[src/rtl/gpio_in.sv]
// Buffered GPIO input block: synchronizes external 8-bit ports and latches
// per-bit change flags. Exposes value, flag and mask registers over an 8-bit bus.
module gpio_in #(
  parameter int size_addr = 2,
  parameter int size      = 1
) (
  input  logic                 clk,
  input  logic                 reset,
  input  logic                 read,
  input  logic                 write,
  output logic                 ready_r,
  output logic                 ready_w,
  input  logic [size_addr-1:0] address,
  input  logic [7:0]           data_in,
  output logic [7:0]           data_out,
  input  logic [8*size-1:0]    pins_in,
  output logic                 irq
);

  localparam int W = 8 * size;

  logic [W-1:0] s1_q, s2_q, s3_q;
  logic [W-1:0] flags_q, flags_d;
  logic [W-1:0] mask_q, mask_d;
  logic [W-1:0] edge_s;
  logic [1:0]   warm_q, warm_d;
  logic         armed_s;
  logic [7:0]   rdata_s, data_out_q, data_out_d;
  logic         ready_r_q, ready_w_q;
  logic [31:0]  addr_s;

  assign addr_s  = 32'(address);
  assign edge_s  = s2_q ^ s3_q;
  assign armed_s = (warm_q == 2'd3);

  // Warm-up counter keeps flags quiet until the synchronizer has filled.
  always_comb begin
    if (warm_q == 2'd3) begin
      warm_d = 2'd3;
    end else begin
      warm_d = warm_q + 2'd1;
    end
  end

  // Read mux, flag set/clear and mask update; set takes priority over clear.
  always_comb begin
    rdata_s = 8'h00;
    flags_d = flags_q;
    mask_d  = mask_q;
    for (int p = 0; p < size; p++) begin
      if (addr_s == 32'(p)) begin
        rdata_s = s2_q[8*p +: 8];
      end else if (addr_s == 32'(size + p)) begin
        rdata_s = flags_q[8*p +: 8];
      end else if (addr_s == 32'(2*size + p)) begin
        rdata_s = mask_q[8*p +: 8];
      end else begin
        rdata_s = rdata_s;
      end

      if (write && (addr_s == 32'(size + p))) begin
        flags_d[8*p +: 8] = (flags_q[8*p +: 8] & ~data_in) | (edge_s[8*p +: 8] & {8{armed_s}});
      end else begin
        flags_d[8*p +: 8] = flags_q[8*p +: 8] | (edge_s[8*p +: 8] & {8{armed_s}});
      end

      if (write && (addr_s == 32'(2*size + p))) begin
        mask_d[8*p +: 8] = data_in;
      end else begin
        mask_d[8*p +: 8] = mask_q[8*p +: 8];
      end
    end
  end

  // Read data holds between reads.
  always_comb begin
    if (read) begin
      data_out_d = rdata_s;
    end else begin
      data_out_d = data_out_q;
    end
  end

  // State registers, all cleared asynchronously.
  always_ff @(posedge clk or negedge reset) begin
    if (!reset) begin
      s1_q       <= '0;
      s2_q       <= '0;
      s3_q       <= '0;
      flags_q    <= '0;
      mask_q     <= '0;
      warm_q     <= 2'd0;
      data_out_q <= 8'h00;
      ready_r_q  <= 1'b0;
      ready_w_q  <= 1'b0;
    end else begin
      s1_q       <= pins_in;
      s2_q       <= s1_q;
      s3_q       <= s2_q;
      flags_q    <= flags_d;
      mask_q     <= mask_d;
      warm_q     <= warm_d;
      data_out_q <= data_out_d;
      ready_r_q  <= read;
      ready_w_q  <= write;
    end
  end

  assign data_out = data_out_q;
  assign ready_r  = ready_r_q;
  assign ready_w  = ready_w_q;
  assign irq      = |(flags_q & mask_q);

endmodule

[config.mk]
export PLATFORM = sky130hd
export DESIGN_NAME = gpio_in
export DESIGN_NICKNAME = d
export VERILOG_FILES = /design/src/rtl/gpio_in.sv
export SDC_FILE = /design/constraint.sdc
export NUM_CORES = 1
export LEC_CHECK = 0
export CAP_MARGIN = 15
export CORE_MARGIN = 1.5
export CORE_UTILIZATION = 47
export DETAILED_ROUTE_END_ITERATION = 7
export PLACE_DENSITY = 0.72
export SETUP_SLACK_MARGIN = 0.3
export SKIP_LAST_GASP = 1
export SLEW_MARGIN = 15
export SYNTH_ARGS = -nofsm -noshare
export SYNTH_HDL_FRONTEND = slang
export SYNTH_SLANG_ARGS = --single-unit
[constraint.sdc]
create_clock -name clk -period 1 [get_ports clk]
set_clock_uncertainty 0.15 [all_clocks]
set_input_delay 0.2 -clock clk [delete_from_list [all_inputs] [get_ports clk]]
set_output_delay 0.2 -clock clk [all_outputs]
set_load 0.03 [all_outputs]
Yosys cells after proc, flatten, opt, wreduce, memory -nomap -nowiden --
Cells that the tools add are included.
Word-level totals: bits in registers 52, latch bits 0, bits in writable memories 0, ROM bits 0, input port bits 22, output and inout bits 11, memories 0
Cells by class: add/subtract/negate cells 1, multiply operators 0, divide/modulo/power cells 0, magnitude comparators 0, equal/unequal tests 3, shifts and indexed selects 0, muxes and demuxes 5, bitwise gates (word level) 7, reductions and logical operators 4
Operator list (count):
- $logic_not 32->1 | 1
- $mux 8 | 4
- $and 8x8->8 | 3
- $or 8x8->8 | 2
- $not 8->8 | 1
- $reduce_or 8->1 | 1
- $xor 8x8->8 | 1
- $eq 2x2->1 const B | 2
- $add 2x1->2 const B | 1
- $eq 2x1->1 const B | 1
- $logic_and 1x1->1 | 2
- $mux 2 | 1

Longest topological paths before layout --
Gate-level depths: netlist of the first run.
word-level depth 4, mapped depth 4

Least setup slack after synthesis of the first run --
Ideal clock, no wire load.
path type register to output, start point register flags_q[4], end point output irq, data arrival time 0.875 ns, data required time 0.650 ns, path slack -0.225 ns, cell stages (with the launch flop) 3, path buffers 0, path through dfrtp_1 -> a22oi_1 -> nand4_1
Between the ends: cells in the longest elaborated chain, start to end 2
Ends and longest elaborated chain:
- start, declared | line 23 | logic [W-1:0] flags_q, flags_d;
- start signal, assigned | line 100 | flags_q <= flags_d;
- $and 8x8->8 | line 112 | assign irq = |(flags_q & mask_q);
- $reduce_or 8->1 | line 112
- end, declared | line 17 | output logic irq
Every way passes these cells.

Worst setup path after layout of the first run --
start point register flags_q[2], end point output irq
Same word-level chain as after synthesis.

==> key figures, run 1 <==
Yosys
  • Post-synth top area cell: dfrtp_1
  • Synth Instances: 135
  • Simple-Gate Fraction of Synth Area: 0.0951
  • Number of synthesized register bits: 52
  • Synth cell types: 17
  • YS warnings: 0
  • Synthesized area: 1990 µm²
  • Synth Area in XOR/XNOR: 0.0353
  • Largest family of logic cells by synthesized area: simple AND/OR/NAND/NOR gates
  • Syn_area_per_cell: 14.7 µm²
  • Synth Area in Adders: 0
  • Mux cell area share after synthesis: 0.0856
  • Post-synthesis sequential area ratio: 0.655
  • Top-area cell type share of the netlist area: 0.655
  • Synth area leaders: dfrtp_1 (65%), nand4b_1 (7.1%), mux2_2 (4.5%)
  • Syn Nets: 157
  • Complex-gate fraction of the synthesized area: 0.0856

Die
  • Initial Utilization: 0.493
  • Row cnt: 23
  • Total I/O pin count: 33
  • Core ar.: 4030 µm²
  • Die H: 68.0 µm
  • Die X: 68.0 µm
  • Die area: 4630 µm²

Detailed routing
  • Post-route DRC: 0
  • Routed wire length: 4870 µm
  • Drt via density: 5.57
  • Final ANT Viol Nets: 0
  • Vias: 1404
  • Iter 0 DRT Violations: 128
  • Drt pass-1 iters: 4
  • WL/cell: 19.3 µm

Power
  • Power Dens Cells: 1520 nW/µm²
  • Sw frac: 0.262
  • Seq pwr share: 0.527
  • Clock power share: 0.235
  • Logic pwr share: 0.238
  • Power Internal: 3.39 mW
  • Switching Power: 1.20 mW
  • Peak VDD IR: 1.03 mV
  • LEAKAGE: 1.30 nW
  • Total power: 4.59 mW

Worst setup path
  • R2r endpoint: data_out[2]
  • R2R cell count: 5
  • Worst setup EP type: primary output
  • Critical Path RT: 0.65 ns
  • Critical path launch point type: register
  • Crit path max fanout: 2
  • Crit path arrival time: 1.24 ns
  • Crit Path Class: reg -> out
  • R2r setup slk: -0.28 ns
  • FF-to-FF Start: mask_q[2]

Placement
  • DPL Wire Length: 2860 µm
  • # port buffers: 32
  • Placer Congestion: 0.842
  • Placed cell count: 235

Timing
  • Period minus WS final: 1.59 ns
  • Final Hold Viols: 52
  • Crit share post-route: 1.59
  • Final Hold Slack: -0.269 ns
  • Worst-Margin Slew: 0.274 ns
  • Worst slew margin: 0.817
  • Final setup viols: 28
  • Final Max Slew Viols: 0
  • Post-layout worst setup margin: -0.585 ns
  • Max Freq: 631 MHz
  • RSZ-0062 raised after global routing: true

Clocking
  • H-tree depth: 2
  • Clk root buf: clkbuf_8
  • Max Buffers Root-to-Sink: 2
  • Clock Pin Slew Worst Setup and Hold Paths: 0.09 ns
  • Sink Count: 52
  • CTS tree: yes
  • CTS Buf Count: 5
  • Worst skew pair latency: 0.30 ns

Run status
  • Status: complete, but fails checks
  • Failing checks: negative hold slack, negative setup slack

Final layout
  • Final Non-Filler Cells: 252
  • Area growth from synthesis to layout: 52.0%
  • Core Util, Final: 0.749
  • Antenna fix cells: 0
  • Final net count: 225
  • Layout cells sized above 1: 0.520

Global routing
  • Largest net degree at the start of global routing: 53
  • Number of global-route vias before repair: 1529
  • Aggregate global routing overflow: 0
  • Total track usage: 0.237
  • First-pass GRT wire length: 7740 µm
  • Antenna violations before repair: 0

Hold path
  • Hold crit path type: in -> async

Job
  • Max_cap viols: 0
stage by stage:
| stage | worst slack, ns | TNS, ns | instance area (µm²) |
|---|---|---|---|
| final | -0.585 | -3.92 | 3020 |
| after CTS | -0.561 | -3.71 | 2940 |
| after detailed placement | -0.688 | -14.65 | 2560 |
| after floorplan | -0.219 | -0.806 | 2090 |
| after global routing | -0.647 | -4.85 | 3020 |
| after global placement | -0.655 | -14.04 | 2560 |
power by group through the flow:
stage	clock network, mW	registers [mW]	logic (mW)
after floorplan	0	2.51	0.330
after global placement	0	2.42	0.792
after detailed placement	0	2.43	0.811
after CTS	1.11	2.41	1.02
after global routing	1.20	2.44	1.16
final	1.08	2.42	1.09
cell usage after synthesis:
| cell | count |
|---|---|
| nand4_1 | 1 |
| a22oi_1 | 4 |
| inv_1 | 8 |
| o221ai_1 | 8 |
| xnor2_1 | 8 |
| buf_4 | 2 |
| mux2_2 | 8 |
| or2_2 | 1 |
| buf_2 | 6 |
| o2bb2ai_1 | 8 |
| nand2_1 | 1 |
| nand2b_1 | 2 |
| nand3b_4 | 1 |
| dfrtp_1 | 52 |
| buf_6 | 1 |
| nand4b_1 | 16 |
| mux2i_1 | 8 |
how the worst max path moves through the flow:
stage               start  endpoint  slack (ns)  cells past startpoint
6_report       flags_q[2]       irq       -0.59                      3
5_1_grt        flags_q[2]       irq       -0.65                      3
4_1_cts         mask_q[2]       irq       -0.56                      3
3_5_place_dp   flags_q[2]       irq       -0.69                      3
3_3_place_gp    mask_q[2]       irq       -0.65                      3
2_1_floorplan   mask_q[3]       irq       -0.22                      2
placed cells by master (no fill, tap or decap), types with 2 or more instances in the layout:
cell and n:
inv_1 8, dlygate4sd2_1 2, dfrtp_1 41, buf_6 22, o2bb2ai_2 6, mux2i_2 4
nand4b_1 16, buf_2 2, mux2i_1 3, mux2_4 3, buf_12 2, o2bb2ai_4 2
o221ai_1 4, o221ai_2 4, a22oi_1 3, buf_4 23, clkdlybuf4s50_1 16, clkbuf_8 5
mux2_2 5, bufbuf_16 2, dfrtp_2 11, xnor2_2 8
flip-flops by register name, summed over array words and instances (netlist names):
signal,count
s3_q,8
data_out,8
flags_q,8
mask_q,8
warm_q,2
ready_r,1
ready_w,1
s1_q,8
s2_q,8
layer usage:
metal / wire (µm) / part of all wire / vias up / GRT usage
met5: 0 / 0 / - / 0
met1: 2000 / 0.41 / 722 / 0.302
li1: - / - / 627 / -
met3: 223 / 0.046 / 8 / 0.0461
met2: 2530 / 0.52 / 47 / 0.403
met4: 114 / 0.023 / 0 / 0.0850
logic make-up (layout without fill, tap and decap cells):
kind of cell / after synthesis / count (layout)
multiplexers: 16 / 16
flip-flops: 52 / 52
AO/OA/AOI/OAI: 20 / 20
AND/OR/NAND/NOR: 22 / 22
XOR/XNOR: 8 / 8
buffers and inverters: 17 / 84
final cells by class:
type	count	area, µm²
clock buffers	6	72.6
well taps	50	62.6
inverters	8	30.0
fillers	245	1010
flip-flops and latches	52	1320
multi-input cells	66	816
repair buffers	70	723
timing repair:
action,4_1_cts,5_1_grt
cloned,2,0
pin swaps,11,4
hold endpoints to repair,52,52
gates resized for setup,55,11
setup buffers,7,2
endpoints found under the setup margin,39,45
critical path, cell delays in order, from the launching register on:
cell and delay (ns):
dfrtp_1 0.43, a22oi_2 0.20, nand4_1 0.15, buf_6 0.17
Note: power is estimated with default switching activity, not from simulation.
==> run 2, diff against run 1 <==
--- a/config.mk
+++ b/config.mk
@@ -5,7 +5,6 @@
 export SDC_FILE = /design/constraint.sdc
 export NUM_CORES = 1
 export LEC_CHECK = 0
-export CAP_MARGIN = 15
 export CORE_MARGIN = 1.5
 export CORE_UTILIZATION = 47
 export DETAILED_ROUTE_END_ITERATION = 7
==> results of run 2 <==
The final DEF is identical to that of run 1; final timing and power are the same.
==> run 3, diff against run 2 <==
--- a/config.mk
+++ b/config.mk
@@ -10,7 +10,6 @@
 export DETAILED_ROUTE_END_ITERATION = 7
 export PLACE_DENSITY = 0.72
 export SETUP_SLACK_MARGIN = 0.3
-export SKIP_LAST_GASP = 1
 export SLEW_MARGIN = 15
 export SYNTH_ARGS = -nofsm -noshare
 export SYNTH_HDL_FRONTEND = slang
==> run 3 against run 2 <==
Compared with the run above: the flow still finishes with violations (negative hold slack, negative setup slack); flip-flop and latch count unchanged; final cell count stayed put; core utilization up 0.65 points.
==> key figures, run 3 (same netlist as run 1, synthesis figures left out) <==
Final layout
  • Antenna fix cells: 0 (unchanged)
  • Area growth from synthesis to layout: 53.3% (was 52.0%)
  • Final Non-Filler Cells: 252 (unchanged)
  • Most common cell after layout, fill and taps aside: dfrtp_1 (unchanged)
  • Most frequent cells in the layout: dfrtp_1 (41), buf_6 (24), buf_4 (21) (was dfrtp_1 (41), buf_4 (23), buf_6 (22))
  • Final net count: 225 (unchanged)
  • Layout cells sized above 1: 0.515 (was 0.520)
  • Design area: 3050 µm² (was 3020 µm²)

Timing
  • Period minus WS final: 1.62 ns (was 1.59 ns)
  • Crit share post-route: 1.62 (was 1.59)
  • Worst slew margin: 0.813 (was 0.817)
  • Worst-Margin Slew: 0.280 ns (was 0.274 ns)
  • Final Hold Viols: 52 (unchanged)
  • Final Hold Slack: -0.286 ns (was -0.269 ns)
  • Max Freq: 616 MHz (was 631 MHz)
  • Post-layout worst setup margin: -0.625 ns (was -0.585 ns)
  • Sum Neg Setup Slack: -4.05 ns (was -3.92 ns)
  • RSZ-0062 raised after global routing: true (unchanged)
  • Final Max Slew Viols: 0 (unchanged)
  • Final setup viols: 27 (was 28)

Detailed routing
  • Met3 WL: 232 µm (was 223 µm)
  • Post-route DRC: 0 (unchanged)
  • Final ANT Viol Nets: 0 (unchanged)
  • Routed wire length: 4940 µm (was 4870 µm)
  • Drt pass-1 iters: 4 (unchanged)
  • DR WL met2: 2640 µm (was 2530 µm)
  • Metal-1 WL: 1980 µm (was 2000 µm)
  • Vias: 1419 (was 1404)
  • Max Used Layer: met4 (unchanged)
  • Iter 0 DRT Violations: 139 (was 128)
  • Drt via density: 5.63 (was 5.57)
  • WL/cell: 19.6 µm (was 19.3 µm)

Run status
  • Status: complete, but fails checks (unchanged)
  • Failing checks: negative hold slack, negative setup slack (unchanged)

Global routing
  • Total track usage: 0.240 (was 0.237)
  • Antenna violations before repair: 0 (unchanged)
  • Number of global-route vias before repair: 1583 (was 1529)
  • First-pass GRT wire length: 7800 µm (was 7740 µm)
  • Largest net degree at the start of global routing: 53 (unchanged)
  • Aggregate global routing overflow: 0 (unchanged)

Worst setup path
  • Critical Path RT: 0.65 ns (about the same)
  • Worst setup EP type: primary output (unchanged)
  • R2R cell count: 5 (unchanged)
  • Crit path arrival time: 1.27 ns (was 1.24 ns)
  • Crit path max fanout: 2 (unchanged)
  • Crit Path Class: reg -> out (unchanged)
  • Critical path launch point type: register (unchanged)

Die
  • Initial Utilization: 0.493 (unchanged)
  • Die H: 68.0 µm (unchanged)
  • Die area: 4630 µm² (unchanged)
  • Total I/O pin count: 33 (unchanged)
  • Row cnt: 23 (unchanged)
  • Core ar.: 4030 µm² (unchanged)
  • Die X: 68.0 µm (unchanged)

Hold path
  • Hold crit path type: in -> async (unchanged)

Clocking
  • Max Buffers Root-to-Sink: 2 (unchanged)
  • Worst skew pair latency: 0.30 ns (about the same)
  • Sink Count: 52 (unchanged)
  • CTS Buf Count: 5 (unchanged)
  • Clk root buf: clkbuf_8 (unchanged)
  • H-tree depth: 2 (unchanged)
  • Clock Pin Slew Worst Setup and Hold Paths: 0.09 ns (about the same)
  • CTS tree: yes (unchanged)

Placement
  • DPL Wire Length: 2860 µm (unchanged)
  • Placed inst area: 2560 µm² (unchanged)
  • Placer Congestion: 0.842 (unchanged)
  • Dpl ws: -0.688 ns (unchanged)
  • # port buffers: 32 (unchanged)
  • Placed cell count: 235 (unchanged)

Power
  • Power Dens Cells: 1530 nW/µm² (was 1520 nW/µm²)
  • LEAKAGE: 1.32 nW (was 1.30 nW)
  • Peak VDD IR: 1.01 mV (was 1.03 mV)
  • Total power: 4.65 mW (was 4.59 mW)

Job
  • Max_cap viols: 0 (unchanged)
[run 3: changes by cell type in the layout (fill, tap and decap cells not counted), sizes merged]
cell	change
dlygate4sd2	+1
clkdlybuf4s50	-1
[run 3: layer usage]
layer / vias to the layer above / track usage
met5: - / 0
met4: 0 / 0.105
met3: 8 / 0.0625
met2: 41 / 0.410
met1: 743 / 0.284
li1: 627 / -
[run 3: path summary, 6_finish.rpt]
check                      startpoint     endpoint  slack (ns)
min in group clk           data_in[7]    mask_q[7]        0.15
max in group asynchronous       reset  data_out[1]        0.70
min                             reset   flags_q[7]       -0.29
max reg2reg                 mask_q[2]  data_out[2]       -0.29
max                         mask_q[3]          irq       -0.62
min reg2reg                   s1_q[4]      s2_q[4]        0.20
[run 3: critical path, cell delays in order, from the launching register on]
cell     delay, ns
dfrtp_1       0.41
a22oi_1       0.24
nand4_1       0.16
buf_6         0.17
[run 3: layout make-up]
cell class	count	area, µm²
Clock buffer	6	72.6
Fill cell	236	983
Inverter	8	30.0
Multi-Input combinational cell	66	836
Sequential cell	52	1320
Tap cell	50	62.6
Timing Repair Buffer	70	729
[run 3: repair_timing]
item,in CTS,in global routing
resized for setup,60,12
pin swaps,11,3
setup endpoints to repair,39,45
buffers inserted,7,2
endpoints found under the hold margin,52,52
gates cloned,2,0
[run 3: through the flow]
| step | util | hold WS [ns] |
|---|---|---|
| 6_report | 0.756 | -0.286 |
| 5_1_grt | 0.756 | -0.254 |
| 4_1_cts | 0.735 | -0.262 |
| 3_5_place_dp | 0.635 | 0.0635 |
| 3_3_place_gp | 0.635 | 0.0565 |
| 2_1_floorplan | - | -0.246 |
[run 3: power by group]
part / internal [mW] / switching [mW]
combinational: 0.658 / 0.460
sequential: 2.29 / 0.144
clock: 0.468 / 0.632
